--- src/rtl/sobel_window_gen.sv ---
// -----------------------------------------------------------------------------
// sobel_window_gen
//
// Purpose:
//   Builds a sliding 3x3 pixel window from a raster-order pixel stream for a
//   downstream Sobel (or any 3x3) kernel. Two line delays supply the two
//   previous lines, and a 3x3 register window shifts left on every accepted
//   pixel. A window is flagged valid only when it lies entirely inside the
//   current frame, so it never straddles a line or frame boundary.
//
// Parameters:
//   IMG_WIDTH   pixels per line  (>= 3)
//   IMG_HEIGHT  lines per frame  (>= 3)
//
// Ports:
//   clk          single clock, rising edge
//   rst          asynchronous, active-high reset
//   we_i         pixel strobe; data_i accepted on each rising edge with we_i=1
//   data_i       8-bit raster-order pixel
//   win_valid_o  window_o holds a valid 3x3 window this cycle
//   window_o     {p00,p01,p02,p10,p11,p12,p20,p21,p22}, p00 = top-left
//                (oldest) at [71:64], p22 = current pixel at [7:0]
//   done_o       one-cycle pulse after the last pixel of a frame
//   frame_cnt_o  (FRAME_COUNT_EN only) 16-bit count of completed frames
//
// Configuration:
//   FRAME_COUNT_EN  when defined, adds frame_cnt_o and its counter.
//
// Handshake: there is no backpressure. A pixel is transferred on every rising
// edge where we_i=1; win_valid_o and done_o are single-cycle, registered
// qualifiers of the pixel accepted on the previous edge.
// -----------------------------------------------------------------------------
module sobel_window_gen #(
    parameter int IMG_WIDTH  = 8,
    parameter int IMG_HEIGHT = 8
) (
    input  logic        clk,
    input  logic        rst,
    input  logic        we_i,
    input  logic [7:0]  data_i,
    output logic        win_valid_o,
    output logic [71:0] window_o,
    output logic        done_o
`ifdef FRAME_COUNT_EN
    ,
    output logic [15:0] frame_cnt_o
`endif
);

    localparam int CW = $clog2(IMG_WIDTH);
    localparam int RW = $clog2(IMG_HEIGHT);

    localparam logic [CW-1:0] COL_LAST = CW'(IMG_WIDTH - 1);
    localparam logic [RW-1:0] ROW_LAST = RW'(IMG_HEIGHT - 1);
    localparam logic [CW-1:0] COL_TWO  = CW'(2);
    localparam logic [RW-1:0] ROW_TWO  = RW'(2);

    logic [CW-1:0] col;
    logic [RW-1:0] row;

    // Line delays are circular buffers addressed by the column counter: the
    // entry at [col] was written exactly one line ago at the same column.
    logic [7:0] line1_mem [IMG_WIDTH];
    logic [7:0] line0_mem [IMG_WIDTH];
    logic [7:0] line1_out;
    logic [7:0] line0_out;

    logic [7:0] win [3][3];

    logic at_last_col;
    logic at_last_row;
    logic in_window;

    assign line1_out   = line1_mem[col];
    assign line0_out   = line0_mem[col];
    assign at_last_col = (col == COL_LAST);
    assign at_last_row = (row == ROW_LAST);
    // Gating on the position of the incoming pixel: col>=2 keeps the window
    // inside one line, row>=2 keeps stale previous-frame lines out of it.
    assign in_window   = (col >= COL_TWO) && (row >= ROW_TWO);

    assign window_o = {win[0][0], win[0][1], win[0][2],
                       win[1][0], win[1][1], win[1][2],
                       win[2][0], win[2][1], win[2][2]};

    // Line-delay storage carries no reset; its contents are never marked
    // valid until two fresh lines have been written.
    always_ff @(posedge clk) begin
        if (we_i) begin
            line1_mem[col] <= data_i;
            line0_mem[col] <= line1_out;
        end
    end

    always_ff @(posedge clk or posedge rst) begin
        if (rst) begin
            col         <= '0;
            row         <= '0;
            win_valid_o <= 1'b0;
            done_o      <= 1'b0;
            for (int r = 0; r < 3; r++) begin
                for (int c = 0; c < 3; c++) begin
                    win[r][c] <= '0;
                end
            end
`ifdef FRAME_COUNT_EN
            frame_cnt_o <= '0;
`endif
        end else begin
            win_valid_o <= we_i && in_window;
            done_o      <= we_i && at_last_col && at_last_row;

            if (we_i) begin
                if (at_last_col) begin
                    col <= '0;
                    row <= at_last_row ? '0 : row + RW'(1);
                end else begin
                    col <= col + CW'(1);
                end

                for (int r = 0; r < 3; r++) begin
                    win[r][0] <= win[r][1];
                    win[r][1] <= win[r][2];
                end
                win[0][2] <= line0_out;
                win[1][2] <= line1_out;
                win[2][2] <= data_i;

`ifdef FRAME_COUNT_EN
                if (at_last_col && at_last_row) begin
                    frame_cnt_o <= frame_cnt_o + 16'd1;
                end
`endif
            end
        end
    end

endmodule

--- config.mk ---
export PLATFORM = sky130hd
export DESIGN_NAME = sobel_window_gen
export DESIGN_NICKNAME = d
export VERILOG_FILES = /design/src/rtl/sobel_window_gen.sv
export SDC_FILE = /design/constraint.sdc
export NUM_CORES = 1
export LEC_CHECK = 0
export CORE_UTILIZATION = 60
export DETAILED_ROUTE_END_ITERATION = 8
export GPL_TIMING_DRIVEN = 0
export PLACE_DENSITY = 0.84
export SYNTH_ARGS = -nofsm -noshare
export SYNTH_HDL_FRONTEND = slang
export SYNTH_SLANG_ARGS = --single-unit
--- constraint.sdc ---
create_clock -name clk -period 5.4 [get_ports clk]
set_input_delay 0.54 -clock clk [delete_from_list [all_inputs] [get_ports clk]]
set_output_delay 0.54 -clock clk [all_outputs]
set_load 0.05 [all_outputs]
# Word-level counts from Yosys, hierarchy flattened
# Memory sizes are Yosys's and may differ from the RTL's. A register that Yosys moved wholly into a read port is not among the register bits.
# Index checks and enable logic that the tools add are counted.
# op_classes
add_sub_neg	2
n_mul	0
n_div	0
order_cmp	2
eq_ne	2
shifts	0
n_mux	4
bitwise_logic	0
n_reduce_logical	5
# ops
op	count
adder 3 x 1 -> 3 bit, second input constant	2
== test 3 bit, second input constant	2
greater-or-equal comparator 3 x 2 -> 1 bit, second input constant	2
2-to-1 mux 3 bit	2
logical AND 1 bit	4
2-to-1 mux 1 bit	2
AND reduction 2 bit	1
# totals
ff_bits	72
latchBits	0
ram_bits	128
mem_bits_ro	0
inputBits	11
wordCells	29
memories	2
# mem_list
memory	words	width	read_ports	rd_ports_with_merged_regs	wr	line_no	rtl
line0_mem	8	8	1	1	1	64	logic [7:0] line0_mem [IMG_WIDTH];
line1_mem	8	8	1	0	1	63	logic [7:0] line1_mem [IMG_WIDTH];

# Depth between registers and ports, before layout
# Gate-level depths: netlist of the first run.
# logic_depth
word_depth	3
mapped_depth	7
mapped_depth_nobuf	5

# Worst setup path before layout of the first run
# Ideal clock, no wire load.
# synth_timing
path_kind	in2reg
startpoint	input port we_i
endpoint	memory line0_mem[1][0], enable pin
setup_time_ps	409
arrival_time_ps	2329
required_ps	4991
slack_ps	2661
cell_stages	4
cell_sequence	clkbuf_1 -> clkbuf_1 -> nand2_1 -> nor3_1
# synth_via
elab_chain_cells	2
# synth_lines
item	line_no	rtl
start, declared	39	input logic we_i,
2-to-1 mux 1 bit	89	if (we_i) begin
2-to-1 mux 1 bit (not written as such)	91	line0_mem[col] <= line1_out;
end, declared	64	
# No other way between the ends.

# Worst setup path after layout of the first run
# layout_timing
startpoint	register col[0]
endpoint	memory line0_mem[1][3], enable pin
# layout_lines
item	line_no	rtl
start, declared	58	logic [CW-1:0] col;
start signal, assigned	118	col <= col + CW'(1);
# No word-level cell before the write port.

==> metrics.cfg, run 1 <==
[status]
status=complete, no violations

[logic_synthesis]
synth_area_um2=8060
yosysWarnings=0
synth-edff-count=128
yosys.area_share.adder=0.00932
synth_seq_cells=208
syn_avg_cell_area_um2=16.8
synth_compound_area_frac=0.0769
synth_top_family_by_area=multiplexers
ys_types=42
synth_mux_area_frac=0.139
synth-simple-area-share=0.0256
netlist_instances=479
synthTopCellsByArea=edfxtp_1 (48%), dfrtp_1 (25%), mux2_2 (10%)
synth_top_area_cell=edfxtp_1
yosysTopAreaCellShare=0.477
synth_fp_nets=496
synth_xor_area_frac=0
synthFlopType=edfxtp_1
ys_async_sr_fraction=0.385
seq_area_frac_synth=0.726

[power]
p_per_area_nw_per_um2=651
p_int_mw=3.97
p_comb_frac=0.394
leakagePower_nw=3.72
pwr-share-clk=0.232
ir_drop_v=0.000366
swShare=0.387
power.net_switching_mw=2.51
seqPwrFrac=0.374

[place]
gp_congestion=0.843
dp_hpwl_um=12200
io_buffers=83
preCtsSetupSlack_ns=2.36

[timing]
post-route-period-util=0.554
maxSlewHeadroom=0.311
rsz0062_at_grt=false
setup_slack_ns=2.41
setup_violations=0
slew_violations=0
skew_ns=0.0233
tightest_slew_ns=1.03
fin_crit_ns=2.99
fmax_ghz=0.334
hold_viol=0
tns_ns=0

[cts]
hold_buffers=0
cts_sinks=208
cts-resized-gates=0
cts_tree=yes
path_clk_slew_ns=0.07
cts_max_level=1
cts_buffers=21
clkLatencyLatePin_ns=0.50
clock_path_buffers=3
cts_root_buf=clkbuf_16
post-cts-setup-buffer-count=0

[drt]
antenna_left=0
drt_iter0_drc=475
wl_per_cell_um=24.8
viasPerCell=6.28
dr.pass1.iters=8
routed_wl_um=19300
vias=4893
route.detailed.drc=0

[die]
rows=41
die_x_um=118
start_util=0.626
core-area_um2=12900
die_area_um2=13900
io_pins=85
die_h_um=118

[cells_and_area]
layout.nets=609
nFillCells=684
drive_gt1_frac=0.245
area_delta_synth_final_pct=23.6
diodes=0

[setup_path]
cp_data_arrival_time_ns=3.18
start_kind=flop
worstSetupEndpointType=flop
crit_type=flop to flop
critical_path_peak_fanout=10
required_ns=5.59

[global_routing]
grt-ovfl-total=0
grt_pass1_vias=5130
grt_use_total=0.286
antenna_found_initial=0
grt_max_degree=51
grt_pass1_wl_um=29700

[flow_run]
cap_viol_max_count=0

[min_path]
hold_class=input pin to async pin

final cells by class:
class / instances / area [um2] / area share
multi-input cells: 235 / 2040 / 0.205
inverters: 7 / 28.8 / 0.00289
plain buffers: 29 / 163 / 0.0163
clock inverters: 9 / 101 / 0.0102
well taps: 172 / 215 / 0.0216
flip-flops and latches: 208 / 5850 / 0.587
clock buffers: 29 / 627 / 0.0630
repair buffers: 90 / 933 / 0.0937
cells by family (layout without fill, tap and decap cells):
family / after synthesis / in the layout
AO/OA/AOI/OAI: 83 / 83
adder cells (fa/ha/maj): 6 / 6
buffers and inverters: 36 / 164
flip-flops: 208 / 208
multiplexers: 99 / 99
AND/OR/NAND/NOR: 47 / 47
metal layers:
layer	track usage	wire length (um)	vias to the layer above
met5	0	0	-
met4	0.120	752	0
met3	0.0717	1940	70
met2	0.471	9650	297
met1	0.364	6990	2460
li1	-	-	2066
synth_stat cells, types with 4 or more instances:
master,instances
a221oi_1,12
edfxtp_1,128
ha_1,6
mux2_2,73
nor3_1,4
a22oi_1,10
buf_2,13
inv_1,7
buf_6,4
mux2i_1,17
clkbuf_1,7
a211oi_1,7
mux2_1,5
dfrtp_1,80
a21oi_1,12
o21ai_0,6
o21a_1,5
nand2_1,17
nor2_1,15
a31oi_1,4
o221ai_1,5
power by group through the flow:
stage	Sequential [mW]	Combinational, mW	Clock [mW]
finish	2.42	2.55	1.50
global placement	2.41	2.39	0
CTS	2.42	2.54	1.51
global route	2.46	2.65	1.57
detailed placement	2.44	2.49	0
floorplan	3.12	0.898	0
path summary, 6_finish.rpt:
check / from / end / slack (ns) / cells past startpoint
worst max-delay path: col[0] / line0_mem[1][3] / 2.41 / 6
worst min-delay path: rst / window_o[26] / 0.42 / 2
worst max register to register: col[0] / line0_mem[1][3] / 2.41 / 6
worst min register to register: window_o[21] / window_o[21] / 0.51 / 1
max in group asynchronous: rst / row[1] / 4.37 / 3
min in group clk: window_o[21] / window_o[21] / 0.51 / 1
through the flow:
step           power (mW)  hold WS [ns]   util  cell area, um2  cells
2_1_floorplan        4.02         0.500      -            8060    479
6_report             6.48         0.419  0.773            9960    779
4_1_cts              6.46         0.422  0.773            9960    779
3_5_place_dp         4.93         0.496  0.717            9230    741
5_1_grt              6.67         0.454  0.773            9960    779
3_3_place_gp         4.80         0.490  0.707            9100    734
layout by cell type, fill, tap and decap left out, types with 4 or more instances in the layout:
master | synthesis | final
edfxtp_1 | 128 | 128
clkdlybuf4s50_1 | 0 | 83
dfrtp_1 | 80 | 80
mux2_2 | 73 | 73
clkbuf_16 | 0 | 22
mux2i_1 | 17 | 17
nand2_1 | 17 | 17
buf_2 | 13 | 13
a21oi_1 | 12 | 12
a221oi_1 | 12 | 12
nor2_1 | 15 | 10
a22oi_1 | 10 | 10
clkbuf_1 | 7 | 9
buf_6 | 4 | 8
nor2_2 | 2 | 7
a211oi_1 | 7 | 7
inv_1 | 7 | 6
o21ai_0 | 6 | 6
ha_1 | 6 | 6
mux2_1 | 5 | 5
o221ai_1 | 5 | 5
o21a_1 | 5 | 5
clkinv_2 | 0 | 5
clkbuf_8 | 0 | 5
a31oi_1 | 4 | 4
sequential cells by signal (all words and copies together), names as in the netlist:
name,flops
line1_mem,64
col,3
line0_mem,64
win_valid_o,1
done_o,1
window_o,72
row,3
critical path, cell delays in order (launching register included):
cell and delay, ns:
dfrtp_1 0.45, buf_2 0.30, buf_2 0.33, buf_2 0.32, nand2_1 0.24, nor3_2 0.80, buf_8 0.24
(Power assumes the default switching activity.)
==> run 2: changes to the inputs <==
Settings changed: CORE_UTILIZATION 60 to 51, PLACE_DENSITY 0.84 to 0.76.
Clock period 5.4 ns to 2.4 ns, I/O delays scaled along.
==> metrics.cfg, run 2 (synthesis results as in run 1) <==
[power]
p_per_area_nw_per_um2=1420  ; +120%
leakagePower_nw=3.76  ; +1.2%
ir_drop_v=0.000660  ; +80%

[timing]
rsz0062_at_grt=false
slew_violations=0  ; unchanged
whs_ns=0.107  ; -0.312 ns
setup_slack_ns=0.0852  ; -2.32 ns
hold_viol=0  ; unchanged
maxSlewHeadroom=0.385  ; +0.0744
fin_crit_ns=2.31  ; -0.678 ns
tightest_slew_ns=0.922  ; -0.110 ns
setup_violations=0  ; unchanged
skew_ns=0.0162  ; -0.00710 ns
post-route-period-util=0.965  ; +0.410
fmax_ghz=0.432  ; +29%

[place]
preCtsSetupSlack_ns=-0.284  ; -2.64 ns
io_buffers=83  ; unchanged
dp_hpwl_um=11600  ; -5.4%
dpl_cell_area_um2=9340  ; +1.2%
gp_congestion=0.857  ; +1.6%

[cts]
cts_root_buf=clkbuf_16
cts_sinks=208  ; unchanged
cts_max_level=1  ; unchanged
cts_tree=yes
clkLatencyLatePin_ns=0.50  ; about the same
path_clk_slew_ns=0.06  ; about the same
cts_buffers=21  ; unchanged
clock_path_buffers=3  ; unchanged
hold_buffers=0  ; unchanged

[cells_and_area]
final_util=0.661  ; -0.113
largest_reg_flops=72  ; unchanged
nFillCells=1042  ; +52%
area_delta_synth_final_pct=25.6
mostFrequentLayoutCell=edfxtp_1
diodes=0  ; unchanged
layout.nets=618  ; +1.5%
drive_gt1_frac=0.255  ; +0.00940
final_cell_mix=edfxtp_1 (128), clkdlybuf4s50_1 (83), dfrtp_1 (80)
fin_area_um2=10100  ; +1.6%

[setup_path]
critical_path_peak_fanout=10  ; unchanged
required_ns=2.60  ; -2.99 ns
crit_type=flop to flop
r2r_slack_ns=0.09  ; -2.32 ns
start_kind=flop
endpoint=line0_mem[2][4]
reg2reg_to=line0_mem[2][4]
worstSetupEndpointType=flop
r2r_cells=7  ; +1
cp_data_arrival_time_ns=2.51  ; -0.67 ns
r2r_start=col[2]
startpoint=col[2]

[global_routing]
antenna_found_initial=0  ; unchanged
grt_pass1_vias=4847  ; -5.5%
grt_max_degree=51  ; unchanged
grt_pass1_wl_um=27800  ; -6.4%
grt_use_total=0.230  ; -0.0567
grt-ovfl-total=0  ; unchanged

[flow_run]
cap_viol_max_count=0  ; unchanged

[drt]
drt_iter0_drc=410  ; -14%
route.detailed.drc=0  ; unchanged
routed_wl_um=18300  ; -5.6%
viasPerCell=5.85  ; -6.9%
antenna_left=0  ; unchanged
vias=4836  ; -1.2%
dr.pass1.iters=5  ; -3
wl_per_cell_um=22.1  ; -11%

[die]
die_area_um2=16300  ; +17%
die_h_um=128  ; +8.3%
rows=45  ; +9.8%
die_x_um=128  ; +8.3%
core-area_um2=15300  ; +19%
start_util=0.526  ; -0.0996
io_pins=85  ; unchanged

[status]
status=complete, no violations

[min_path]
hold_class=input pin to async pin

run 2: through the flow:
step / instances / TNS (ns) / power, mW
finish: 827 / 0 / 14.3
global route: 827 / 0 / 14.9
CTS: 827 / 0 / 14.3
detailed placement: 781 / -12.82 / 11.1
global placement: 773 / -182.54 / 10.8
floorplan: 479 / 0 / 9.06
run 2: where the power goes:
part           leakage [nW]  switching, mW  total (mW)  internal (mW)
clock network         0.330           1.29        3.18           1.89
logic                  1.34           3.77        5.77           2.00
registers              2.09          0.451        5.39           4.94
run 2: how the worst min path moves through the flow:
stage | cells past startpoint | startpoint | end
after floorplan | 0 | data_i[0] | line1_mem[0][0]
after global placement | 1 | window_o[23] | window_o[23]
after detailed placement | 1 | window_o[47] | window_o[47]
after CTS | 2 | rst | window_o[12]
after global routing | 2 | rst | window_o[4]
final | 2 | rst | window_o[12]
run 2: worst max-delay path, cell delays in order (launching register included):
cell and delay [ns]:
dfrtp_1 0.39, buf_4 0.21, buf_4 0.22, inv_1 0.10, buf_2 0.28, nand2_1 0.25, nor2_4 0.33, buf_8 0.22
run 2: what timing repair did:
item / in CTS / in global routing
resized for setup: 5 / 3
setup endpoints to repair: 101 / 50
setup buffers: 9 / 0
pin swaps: 2 / 1
run 2: area by class of cell:
cell class,count,area (um2),area share
Buffer,28,163,0.0161
Clock buffer,33,621,0.0613
Clock inverter,5,60.1,0.00593
Inverter,7,28.8,0.00284
Multi-Input combinational cell,235,2090,0.206
Sequential cell,208,5850,0.578
Tap cell,211,264,0.0261
Timing Repair Buffer,100,1050,0.104
run 2: per-layer routing:
layer,global-route usage,share of wire
met4,0.0782,0.030
met3,0.0501,0.095
met1,0.306,0.39
met2,0.377,0.48
met5,0,0
==> run 3: changes to the inputs <==
Settings changed: CAP_MARGIN set to 25, GPL_ROUTABILITY_DRIVEN set to 1.
==> metrics.cfg, run 3 (synthesis results as in run 1) <==
[setup_path]
required_ns=2.59  ; about the same
r2r_slack_ns=0.10  ; +0.02 ns
r2r_start=col[0]
crit_type=flop to flop
start_kind=flop
r2r_cells=6  ; -1
reg2reg_to=line0_mem[1][1]
critical_path_peak_fanout=13  ; +3
cp_data_arrival_time_ns=2.49  ; -0.02 ns
worstSetupEndpointType=flop

[cts]
cts_tree=yes
clock_path_buffers=3  ; unchanged
cts_max_level=1  ; unchanged
cts_sinks=208  ; unchanged
hold_buffers=0  ; unchanged
path_clk_slew_ns=0.06  ; about the same
cts_root_buf=clkbuf_16
cts_buffers=21  ; unchanged
clkLatencyLatePin_ns=0.49  ; about the same

[global_routing]
grt_use_total=0.226  ; -0.00329
grt_pass1_wl_um=27400  ; -1.3%
grt_max_degree=51  ; unchanged
antenna_found_initial=0  ; unchanged
grt-ovfl-total=0  ; unchanged
grt_pass1_vias=4852  ; +0.10%

[power]
total_power_mw=14.2  ; -0.97%
p_per_area_nw_per_um2=1410  ; -0.47%
pwr-share-clk=0.215  ; -0.007
seqPwrFrac=0.380  ; +0.004
leakagePower_nw=3.74  ; -0.57%
swShare=0.387  ; +0.00259
p_int_mw=8.70  ; -1.4%
ir_drop_v=0.000696  ; +5.4%
power.net_switching_mw=5.49  ; -0.31%
p_comb_frac=0.405  ; +0.003

[cells_and_area]
final_cell_mix=edfxtp_1 (128), clkdlybuf4s50_1 (83), dfrtp_1 (80)
mostFrequentLayoutCell=edfxtp_1
layout.nets=614  ; -0.65%
drive_gt1_frac=0.252  ; -0.00282
diodes=0  ; unchanged
largest_reg_flops=72  ; unchanged
area_delta_synth_final_pct=25.0

[die]
die_x_um=128  ; unchanged
start_util=0.526  ; unchanged
core-area_um2=15300  ; unchanged
rows=45  ; unchanged
die_area_um2=16300  ; unchanged
die_h_um=128  ; unchanged
io_pins=85  ; unchanged

[drt]
viasPerCell=5.89  ; +0.69%
wl_per_cell_um=22.0  ; -0.39%
antenna_left=0  ; unchanged
dr.pass1.iters=5  ; unchanged
vias=4840  ; +0.083%
drt_iter0_drc=402  ; -2.0%
routed_wl_um=18100  ; -1.0%
route.detailed.drc=0  ; unchanged

[timing]
maxSlewHeadroom=0.460  ; +0.0744
skew_ns=0.0131  ; -0.00315 ns
tns_ns=0  ; unchanged
slew_violations=0  ; unchanged
fmax_ghz=0.436  ; +0.86%
hold_viol=0  ; unchanged
post-route-period-util=0.956  ; -0.00821
fin_crit_ns=2.30  ; -0.0197 ns
setup_violations=0  ; unchanged
rsz0062_at_grt=false
tightest_slew_ns=0.811  ; -0.112 ns

[flow_run]
cap_viol_max_count=0  ; unchanged

[min_path]
hold_class=input pin to async pin

[place]
dp_hpwl_um=11600  ; +0.22%
gp_congestion=0.857  ; unchanged
io_buffers=83  ; unchanged

[status]
status=complete, no violations

## run 3: per-stage QoR
step / util / std cells / setup slack, ns / hold slack [ns] / instance area [um2]
after floorplan: - / 479 / 0.108 / 0.339 / 8070
after global placement: 0.598 / 773 / -1.11 / 0.489 / 9160
after detailed placement: 0.610 / 781 / -0.289 / 0.495 / 9340
after CTS: 0.656 / 822 / -0.0984 / 0.127 / 10000
after global routing: 0.657 / 822 / 0.0165 / 0.148 / 10100
final: 0.657 / 822 / 0.105 / 0.117 / 10100
## run 3: final cells by class
cell class,count,area [um2]
flip-flops and latches,208,5850
multi-input cells,235,2090
plain buffers,28,165
well taps,211,264
repair buffers,96,1020
clock inverters,9,47.5
clock buffers,28,604
fillers,1056,5250
inverters,7,28.8
## run 3: power groups by stage
| stage | clock, mW | combinational (mW) | sequential [mW] |
|---|---|---|---|
| after floorplan | 0 | 2.03 | 7.03 |
| after global placement | 0 | 5.41 | 5.41 |
| after detailed placement | 0 | 5.62 | 5.46 |
| after CTS | 3.10 | 5.68 | 5.39 |
| after global routing | 3.24 | 5.98 | 5.50 |
| final | 3.06 | 5.75 | 5.39 |
## run 3: what timing repair did
action / in CTS / in global routing
resized for setup: 4 / 6
endpoints found under the setup margin: 101 / 60
pin swaps: 2 / 0
setup buffers: 5 / 0
## run 3: worst max-delay path, cell delays in order, from the launching register on
cell and delay [ns]:
dfrtp_1 0.43, clkbuf_4 0.27, buf_4 0.22, buf_2 0.29
nand2_2 0.22, nor3_4 0.36, buf_16 0.20
## run 3: worst max-delay path by stage
stage               startpoint         endpoint  slack (ns)
finish                  col[0]  line0_mem[1][1]        0.10
global route            col[0]  line0_mem[1][1]        0.02
CTS                     col[0]  line0_mem[7][4]        -0.1
detailed placement      col[1]  line1_mem[2][4]       -0.29
global placement           rst     window_o[39]       -1.11
floorplan                  rst           col[0]        0.11
## run 3: per-layer routing
| layer | wire, um | GRT usage | part of all wire | vias up |
|---|---|---|---|---|
| met5 | 0 | 0 | 0 | - |
| met4 | 494 | 0.0720 | 0.027 | 0 |
| met3 | 1560 | 0.0480 | 0.086 | 41 |
| met2 | 8690 | 0.374 | 0.48 | 278 |
| met1 | 7330 | 0.303 | 0.41 | 2437 |
| li1 | - | - | - | 2084 |
